$ cat config.mk
export PLATFORM = sky130hd
export DESIGN_NAME = scr1_dm_abs_regs
export DESIGN_NICKNAME = d
export VERILOG_FILES = /design/src/rtl/scr1_dm_abs_regs.sv
export SDC_FILE = /design/constraint.sdc
export NUM_CORES = 1
export LEC_CHECK = 0
export BUFFER_PORTS_ARGS = -buffer_cell sky130_fd_sc_hd__buf_2
export CAP_MARGIN = 20
export CORE_MARGIN = 8
export CORE_UTILIZATION = 51
export DETAILED_ROUTE_END_ITERATION = 8
export PLACE_DENSITY = 0.77
export SYNTH_ARGS = -nofsm -noshare
export SYNTH_HDL_FRONTEND = slang
export SYNTH_SLANG_ARGS = --single-unit
$ cat constraint.sdc
create_clock -name clk -period 2.5 [get_ports clk]
set_clock_uncertainty 0.2 [all_clocks]
set_input_delay 0.25 -clock clk [delete_from_list [all_inputs] [get_ports clk]]
set_output_delay 0.25 -clock clk [all_outputs]
set_load 0.01 [all_outputs]
$ cat src/rtl/scr1_dm_abs_regs.sv
// rtl/scr1_dm_abs_regs.sv - Debug Module abstract-command register group (DMI responder)
//
// Ports:
//   clk, rst_n              clock, asynchronous active-low reset
//   dmi2dm_*                DMI request (req pulse, wr, 7-bit addr, 32-bit wdata)
//   dm2dmi_resp_o/rdata_o   same-cycle combinational response and read data
//   cmd_req_o/cmd_o         abstract command launch toward the hart agent
//   cmd_ack_i/done_i/err_i  hart agent handshake and completion status
//   hart_data_*             hart-side writes into data0/data1 while busy
//   data0_o/data1_o         current data register values
//   progbuf_o               flattened program buffer, word 0 in the LSBs
module scr1_dm_abs_regs #(
    parameter int PROGBUF_SIZE = 2
) (
    input  logic                      clk,
    input  logic                      rst_n,
    input  logic                      dmi2dm_req_i,
    input  logic                      dmi2dm_wr_i,
    input  logic [6:0]                dmi2dm_addr_i,
    input  logic [31:0]               dmi2dm_wdata_i,
    output logic                      dm2dmi_resp_o,
    output logic [31:0]               dm2dmi_rdata_o,
    output logic                      cmd_req_o,
    output logic [31:0]               cmd_o,
    input  logic                      cmd_ack_i,
    input  logic                      cmd_done_i,
    input  logic                      cmd_err_i,
    input  logic                      hart_data_we_i,
    input  logic                      hart_data_sel_i,
    input  logic [31:0]               hart_data_i,
    output logic [31:0]               data0_o,
    output logic [31:0]               data1_o,
    output logic [32*PROGBUF_SIZE-1:0] progbuf_o
);

    localparam logic [6:0] ADDR_DATA0    = 7'h04;
    localparam logic [6:0] ADDR_DATA1    = 7'h05;
    localparam logic [6:0] ADDR_ABSCS    = 7'h16;
    localparam logic [6:0] ADDR_COMMAND  = 7'h17;
    localparam logic [6:0] ADDR_ABSAUTO  = 7'h18;

    typedef enum logic [1:0] {
        ST_IDLE = 2'd0,
        ST_REQ  = 2'd1,
        ST_WAIT = 2'd2
    } state_t;

    state_t      r_state;
    logic        r_cmd_req;
    logic [31:0] r_cmd;
    logic [31:0] r_data0;
    logic [31:0] r_data1;
    logic [1:0]  r_autoexec;
    logic [2:0]  r_cmderr;
    logic [31:0] r_progbuf [PROGBUF_SIZE];

    logic        w_busy;
    logic        w_sel_data0;
    logic        w_sel_data1;
    logic        w_sel_abscs;
    logic        w_sel_cmd;
    logic        w_sel_auto;
    logic        w_sel_pb;
    logic [3:0]  w_pb_idx;
    logic        w_wr;
    logic        w_busy_err;
    logic        w_can_launch;
    logic        w_launch_cmd;
    logic        w_launch_auto;
    logic        w_done_take;
    logic [31:0] w_rdata;

    assign w_busy      = (r_state != ST_IDLE);
    assign w_sel_data0 = (dmi2dm_addr_i == ADDR_DATA0);
    assign w_sel_data1 = (dmi2dm_addr_i == ADDR_DATA1);
    assign w_sel_abscs = (dmi2dm_addr_i == ADDR_ABSCS);
    assign w_sel_cmd   = (dmi2dm_addr_i == ADDR_COMMAND);
    assign w_sel_auto  = (dmi2dm_addr_i == ADDR_ABSAUTO);
    assign w_pb_idx    = dmi2dm_addr_i[3:0];
    assign w_sel_pb    = (dmi2dm_addr_i[6:4] == 3'b010) &&
                         ({1'b0, w_pb_idx} < 5'(PROGBUF_SIZE));
    assign w_wr        = dmi2dm_req_i & dmi2dm_wr_i;

    // Any access (read or write) to a register the running command may use is an error.
    assign w_busy_err  = dmi2dm_req_i & w_busy &
                         (w_sel_data0 | w_sel_data1 | w_sel_cmd | w_sel_auto | w_sel_pb);

    assign w_can_launch  = ~w_busy & (r_cmderr == 3'd0);
    assign w_launch_cmd  = w_wr & w_sel_cmd & w_can_launch;
    assign w_launch_auto = dmi2dm_req_i & w_can_launch &
                           ((w_sel_data0 & r_autoexec[0]) | (w_sel_data1 & r_autoexec[1]));

    // Completion is only accepted once the command has been acknowledged.
    assign w_done_take = cmd_done_i &
                         (((r_state == ST_REQ) & cmd_ack_i) | (r_state == ST_WAIT));

    always_comb begin
        w_rdata = 32'h0;
        if (w_sel_data0) w_rdata = r_data0;
        if (w_sel_data1) w_rdata = r_data1;
        if (w_sel_abscs) w_rdata = {3'b0, 5'(PROGBUF_SIZE), 11'b0, w_busy, 1'b0, r_cmderr, 4'b0, 4'd2};
        if (w_sel_auto)  w_rdata = {30'b0, r_autoexec};
        for (int i = 0; i < PROGBUF_SIZE; i++) begin
            if (w_sel_pb && (w_pb_idx == 4'(i))) w_rdata = r_progbuf[i];
        end
    end

    assign dm2dmi_resp_o  = dmi2dm_req_i;
    assign dm2dmi_rdata_o = dmi2dm_req_i ? w_rdata : 32'h0;

    always_ff @(posedge clk or negedge rst_n) begin
        if (!rst_n) begin
            r_state    <= ST_IDLE;
            r_cmd_req  <= 1'b0;
            r_cmd      <= 32'h0;
            r_data0    <= 32'h0;
            r_data1    <= 32'h0;
            r_autoexec <= 2'b00;
            r_cmderr   <= 3'd0;
            for (int i = 0; i < PROGBUF_SIZE; i++) r_progbuf[i] <= 32'h0;
        end else begin
            // DMI writes to command-visible state only land while idle;
            // hart writes only land while busy, so the two never collide.
            if (w_wr && !w_busy) begin
                if (w_sel_data0) r_data0 <= dmi2dm_wdata_i;
                if (w_sel_data1) r_data1 <= dmi2dm_wdata_i;
                if (w_sel_auto)  r_autoexec <= dmi2dm_wdata_i[1:0];
                for (int i = 0; i < PROGBUF_SIZE; i++) begin
                    if (w_sel_pb && (w_pb_idx == 4'(i))) r_progbuf[i] <= dmi2dm_wdata_i;
                end
            end
            if (hart_data_we_i && w_busy) begin
                if (hart_data_sel_i) r_data1 <= hart_data_i;
                else                 r_data0 <= hart_data_i;
            end
            if (w_launch_cmd) r_cmd <= dmi2dm_wdata_i;

            // Busy-access error outranks a simultaneous failing completion.
            if (w_busy_err && (r_cmderr == 3'd0))
                r_cmderr <= 3'd1;
            else if (w_done_take && cmd_err_i && (r_cmderr == 3'd0))
                r_cmderr <= 3'd3;
            else if (w_wr && w_sel_abscs)
                r_cmderr <= r_cmderr & ~dmi2dm_wdata_i[10:8];

            case (r_state)
                ST_IDLE: begin
                    if (w_launch_cmd || w_launch_auto) begin
                        r_state   <= ST_REQ;
                        r_cmd_req <= 1'b1;
                    end
                end
                ST_REQ: begin
                    if (cmd_ack_i) begin
                        r_cmd_req <= 1'b0;
                        r_state   <= cmd_done_i ? ST_IDLE : ST_WAIT;
                    end
                end
                ST_WAIT: begin
                    if (cmd_done_i) r_state <= ST_IDLE;
                end
                default: begin
                    r_state   <= ST_IDLE;
                    r_cmd_req <= 1'b0;
                end
            endcase
        end
    end

    assign cmd_req_o = r_cmd_req;
    assign cmd_o     = r_cmd;
    assign data0_o   = r_data0;
    assign data1_o   = r_data1;

    for (genvar g = 0; g < PROGBUF_SIZE; g++) begin : g_pb_out
        assign progbuf_o[32*g +: 32] = r_progbuf[g];
    end

endmodule

### Word-level counts from Yosys, hierarchy flattened

Cells that the tools add are included.
Widths: inputs -> output; s select.

| storage, ports and cells | value |
|---|---|
| input bits | 80 |
| flip-flop bits (word level) | 168 |

| operators by class | value |
|---|---|
| reduce and logical (&&, ||, !) cells | 21 |
| bitwise gates (word level) | 22 |
| muxes and demuxes | 26 |
| order comparisons | 1 |
| equal/unequal tests | 12 |

Operator list:

| operator | count |
|---|---|
| $mux 32 | 15 |
| $eq 7x5->1 const B | 3 |
| $eq 7x3->1 const B | 2 |
| $and 1x1->1 | 12 |
| $logic_and 1x1->1 | 9 |
| $mux 3 | 3 |
| $mux 2 | 4 |
| $ne 2x2->1 const B | 3 |
| $or 1x1->1 | 6 |
| $pmux 2 s3 | 1 |
| $reduce_and 2->1 | 3 |
| $reduce_and 3->1 | 2 |
| $eq 4x1->1 const B | 1 |
| $logic_not 4->1 | 1 |
| $lt 4x2->1 const B | 1 |
| $and 3x3->3 | 1 |
| $eq 3x2->1 const B | 1 |
| $logic_not 3->1 | 1 |
| $not 3->3 | 1 |
| $pmux 1 s3 | 1 |
| $reduce_bool 3->1 | 1 |
| $eq 2x1->1 const B | 1 |
| $eq 2x2->1 const B | 1 |
| $logic_not 2->1 | 1 |
| other kinds (5) | 7 |

### Longest topological paths before layout

| depth | value |
|---|---|
| depth after elaboration | 8 |
| gate-level depth with buffers | 7 |

### Least setup slack after synthesis

No wires, ideal clock.

| timing path | value |
|---|---|
| path kind | input to output |
| start point | input dmi2dm_addr_i[3] |
| end point | output dm2dmi_rdata_o[28] |
| slack | 0.501 ns |
| stages on the path | 6 |
| path buffers | 2 |
| data arrival time | 1.549 ns |
| path through | nor4_4 > and2_4 > buf_2 > buf_2 > o21ai_0 > a21oi_1 |

| between the ends | value |
|---|---|
| word-level cells in the longest chain between the ends | 8 |
| elaborated cells on any way between the ends | 17 |
| classes of those cells | 1 x order compare; 5 x eq/ne; 7 x mux; 4 x reduce/logical |

RTL lines:

| what | line | RTL |
|---|---|---|
| from (decl) | 19 | `input logic [6:0] dmi2dm_addr_i,` |
| $eq 7x3->1 | 74 | `assign w_sel_data0 = (dmi2dm_addr_i == ADDR_DATA0);` |
| $mux 32 | 99 | `if (w_sel_data0) w_rdata = r_data0;` |
| $mux 32 | 100 | `if (w_sel_data1) w_rdata = r_data1;` |
| $mux 32 | 101 | `if (w_sel_abscs) w_rdata = {3'b0, 5'(PROGBUF_SIZE), 11'b0, w_busy, 1'b0, r_cmderr, 4'b0, 4'd2};` |
| $mux 32 | 102 | `if (w_sel_auto) w_rdata = {30'b0, r_autoexec};` |
| $mux 32 | 104 | `if (w_sel_pb && (w_pb_idx == 4'(i))) w_rdata = r_progbuf[i];` |
| $mux 32 (*) | 104 |  |
| $mux 32 (*) | 109 | `assign dm2dmi_rdata_o = dmi2dm_req_i ? w_rdata : 32'h0;` |
| to (decl) | 22 | `output logic [31:0] dm2dmi_rdata_o,` |

Every way passes the cells marked *; elsewhere a longest branch is shown, timed or not.

### Final worst setup path

| timing path | value |
|---|---|
| start point | register r_state[0] |
| end point | register r_data1[13], in the netlist data1_o[13] |

| between the ends | value |
|---|---|
| word-level cells in the longest chain between the ends | 6 |
| elaborated cells on any way between the ends | 7 |
| classes of those cells | 3 x mux; 4 x reduce/logical |

RTL lines:

| what | line | RTL |
|---|---|---|
| from (decl) | 48 | `state_t r_state;` |
| from (signal assigned) | 156 | `r_state <= cmd_done_i ? ST_IDLE : ST_WAIT;` |
| $reduce_bool 2->1 (*) | 73 | `assign w_busy = (r_state != ST_IDLE);` |
| $logic_not 1->1 | 124 | `if (w_wr && !w_busy) begin` |
| $logic_and 1x1->1 | 124 |  |
| $mux 32 | 124 |  |
| $mux 32 | 133 | `if (hart_data_sel_i) r_data1 <= hart_data_i;` |
| $mux 32 (*) | 132 | `if (hart_data_we_i && w_busy) begin` |
| to (signal assigned) | 126 | `if (w_sel_data1) r_data1 <= dmi2dm_wdata_i;` |
| to (signal assigned) | 133 |  |
| to (decl) | 52 | `logic [31:0] r_data1;` |

Marks and branches as above.
A chain may end at the register's enable or synchronous reset.

==> impl_metrics.toml <==
[critical_path]
path_buf_inv = 2
worstPathRequired_ns = 2.60
worstReg2RegStart = "r_state[0]"
max_stage_delay_ns = 0.57
worstPathMaxFanout = 13
rrSetupSlack_ns = 0.08
crit_end = "data1_o[13]"
reg2reg_to = "data1_o[13]"
crit_slowest_cell = "dlygate4sd3_1"
rr_worst_depth = 6
crit_type = "reg2reg"
cp_cell_sequence = "and4bb_4 > nand4_1 > buf_4 > mux2i_1 > a21oi_1 > dlygate4sd3_1"
cp-start-kind = "register"
end_kind = "register"
cp_top_family = "buffers and inverters"
arrival_ns = 2.52
path_depth = 6
cp-startpoint = "r_state[0]"

[floorplan]
start_util_pct = 51.3
ios = 274
chipHeight_um = 144
rows = 47
die-area_um2 = 20800
die_x_um = 144
core_um2 = 16300

[place]
place_congestion = 0.972
hpwl_mm = 18.9
placed_cells_incl_taps = 1206
portBuffers = 273
dpl_cell_area_um2 = 10000

[status]
status = "finished clean"

[logic_synthesis]
avgSynthCellArea_um2 = 11.2
synth_ff_type = "dfrtp_1"
syn_area_um2 = 8360
ys_seq_elements = 168
synth_enable_flop_cells = 0
yosys.cell_types.count = 51
synthArstFlopShare_pct = 100
yosysWarnings = 0
ys_seq_area_share_pct = 50.3
synth_cells = 747
syn-num-nets = 827

[timing]
finalSetupViolCount = 0
fmax_mhz = 414
worstMarginPinSlew_ns = 0.525
period_minus_slack_ns = 2.42
period_share_pct = 96.6
rsz0062_at_grt = "true"
final_hold_viol_count = 0
final.setup.tns_ns = 0
maxSlewViolCount = 0
relSlewSlack_pct = 65.0

[global_routing]
grtUsageTotal_pct = 27.9
grt_pass1_vias = 8144
grt.overflow.total = 0
grt_max_degree = 96
antenna_found_initial = 1
grt_pass1_wl_mm = 44.8

[pwr]
switching_share_pct = 25.5
seqPwrFrac_pct = 45.0
power.density_nw_per_um2 = 603
p_switching_mw = 1.76
p_int_mw = 5.14
power_frac_clock_pct = 40.1
p_comb_share_pct = 14.9
peakVddDrop_v = 0.000445
leakagePower_nw = 6.14

[drt]
via_per_inst = 5.92
finalWirelength_mm = 28.7
postRouteAntennaNets = 0
drtIter0Drc = 672
wl_per_cell_um = 21.8
vias = 7794
drt-pass1-iter-count = 5
drc_errors = 0

[cts]
cts_sinks = 168
clk_path_buf_depth = 2
cts_tree = "done"
h-tree-depth = 4
cts_root_buf = "clkbuf_16"
clk_latency_ns = 0.41
path_clk_slew_ns = 0.06
cts_buffers = 17

[cells_and_area]
finalInstanceArea_um2 = 11400
final_util_pct = 70.3
finalNonFillerCells = 1316
area_delta_synth_final_pct = 36.9
nets = 1163
drive_above_1_share_pct = 39.4

[run]
maxCapViolCount = 0

[worst_hold_path]
hold_class = "in2async"
-- layout by cell type, fill, tap and decap left out, drive strengths merged, types with 2 or more instances in the layout --
master       synthesis  final
dfrtp              168    168
o21ai               66     66
bufinv               0      4
nor3b                2      2
nand3               10     10
and3                28     28
and3b                2      2
buf                 29    299
nand3b               3      3
clkbuf              31     24
nand4                3      3
a22oi               26     26
mux2               100    100
a21oi               98     98
nor3                 3      3
or2                  2      2
and2                 3      3
nand2                5      5
inv                  6      7
mux2i               64     64
nor2                68     68
a22o                 3      3
dlygate4sd3          0     78
nor2b                2      2
a221oi               7      7
-- what timing repair did --
item / CTS / global route
endpoints found under the setup margin: 0 / 7
hold buffers: 78 / 0
hold endpoints to repair: 333 / 0
buffers inserted: 0 / 0
resized for setup: 0 / 1
-- metrics by stage --
stage	total power [mW]	setup WS (ns)	hold slack, ns
6_report	6.90	0.0848	0.0340
3_5_place_dp	4.04	0.149	-0.101
2_1_floorplan	3.51	0.501	-0.246
4_1_cts	6.92	0.0677	0.0133
3_3_place_gp	4.02	0.232	-0.105
5_1_grt	7.15	-0.0162	0.0288
-- layout make-up --
type,count,area (um2)
diodes,1,2.50
clock buffers,24,472
clock inverters,7,141
fillers,1206,4840
inverters,6,22.5
multi-input cells,513,3830
flip-flops and latches,168,4200
well taps,220,275
repair buffers,377,2500
-- how the worst min path moves through the flow --
stage / startpoint / endpoint / slack [ns]
3_3_place_gp: rst_n / cmd_o[26] / -0.10
6_report: rst_n / data0_o[26] / 0.03
5_1_grt: rst_n / data0_o[26] / 0.03
4_1_cts: rst_n / data0_o[26] / 0.01
2_1_floorplan: rst_n / cmd_o[0] / -0.25
3_5_place_dp: rst_n / cmd_o[23] / -0.10
-- power groups by stage --
stage	registers (mW)	clock network, mW	logic, mW
2_1_floorplan	3.21	0	0.301
3_3_place_gp	3.13	0	0.881
3_5_place_dp	3.14	0	0.900
5_1_grt	3.13	2.92	1.11
4_1_cts	3.10	2.81	1.02
6_report	3.10	2.77	1.02
-- synth_stat cells, drive strengths merged, types with 5 or more instances --
cell	count	share of area [%]
nand3	10	0.66
dfrtp	168	50
o21ai	66	3.9
and3	28	2.1
inv	6	0.27
a21oi	98	5.9
nor2	68	3.1
a22oi	26	2.3
mux2	100	15
nand2	5	0.22
clkbuf	31	1.4
mux2i	64	7.7
a221oi	7	0.73
buf	29	2.6
-- cell families after synthesis --
kind of cell | after synthesis | synth area share [%]
buffers and inverters | 66 | 4.29
AO/OA/AOI/OAI | 208 | 14.0
flip-flops | 168 | 50.3
AND/OR/NAND/NOR | 141 | 9.01
multiplexers | 164 | 22.5
-- flip-flops by register name, summed over array words and instances (netlist names) --
signal	flops
r_autoexec	2
r_cmderr	3
data0_o	32
r_state	2
data1_o	32
cmd_o	32
cmd_req_o	1
progbuf_o	64
-- routing by layer --
metal  up-vias  wire length [um]  track usage, %
li1       3392                 -               -
met1      3807             10900            33.5
met2       489             13800            45.4
met3       106              2680            7.30
met4         0              1310            14.6
met5         -                 0               0
Power figures use the tool's default switching activity.
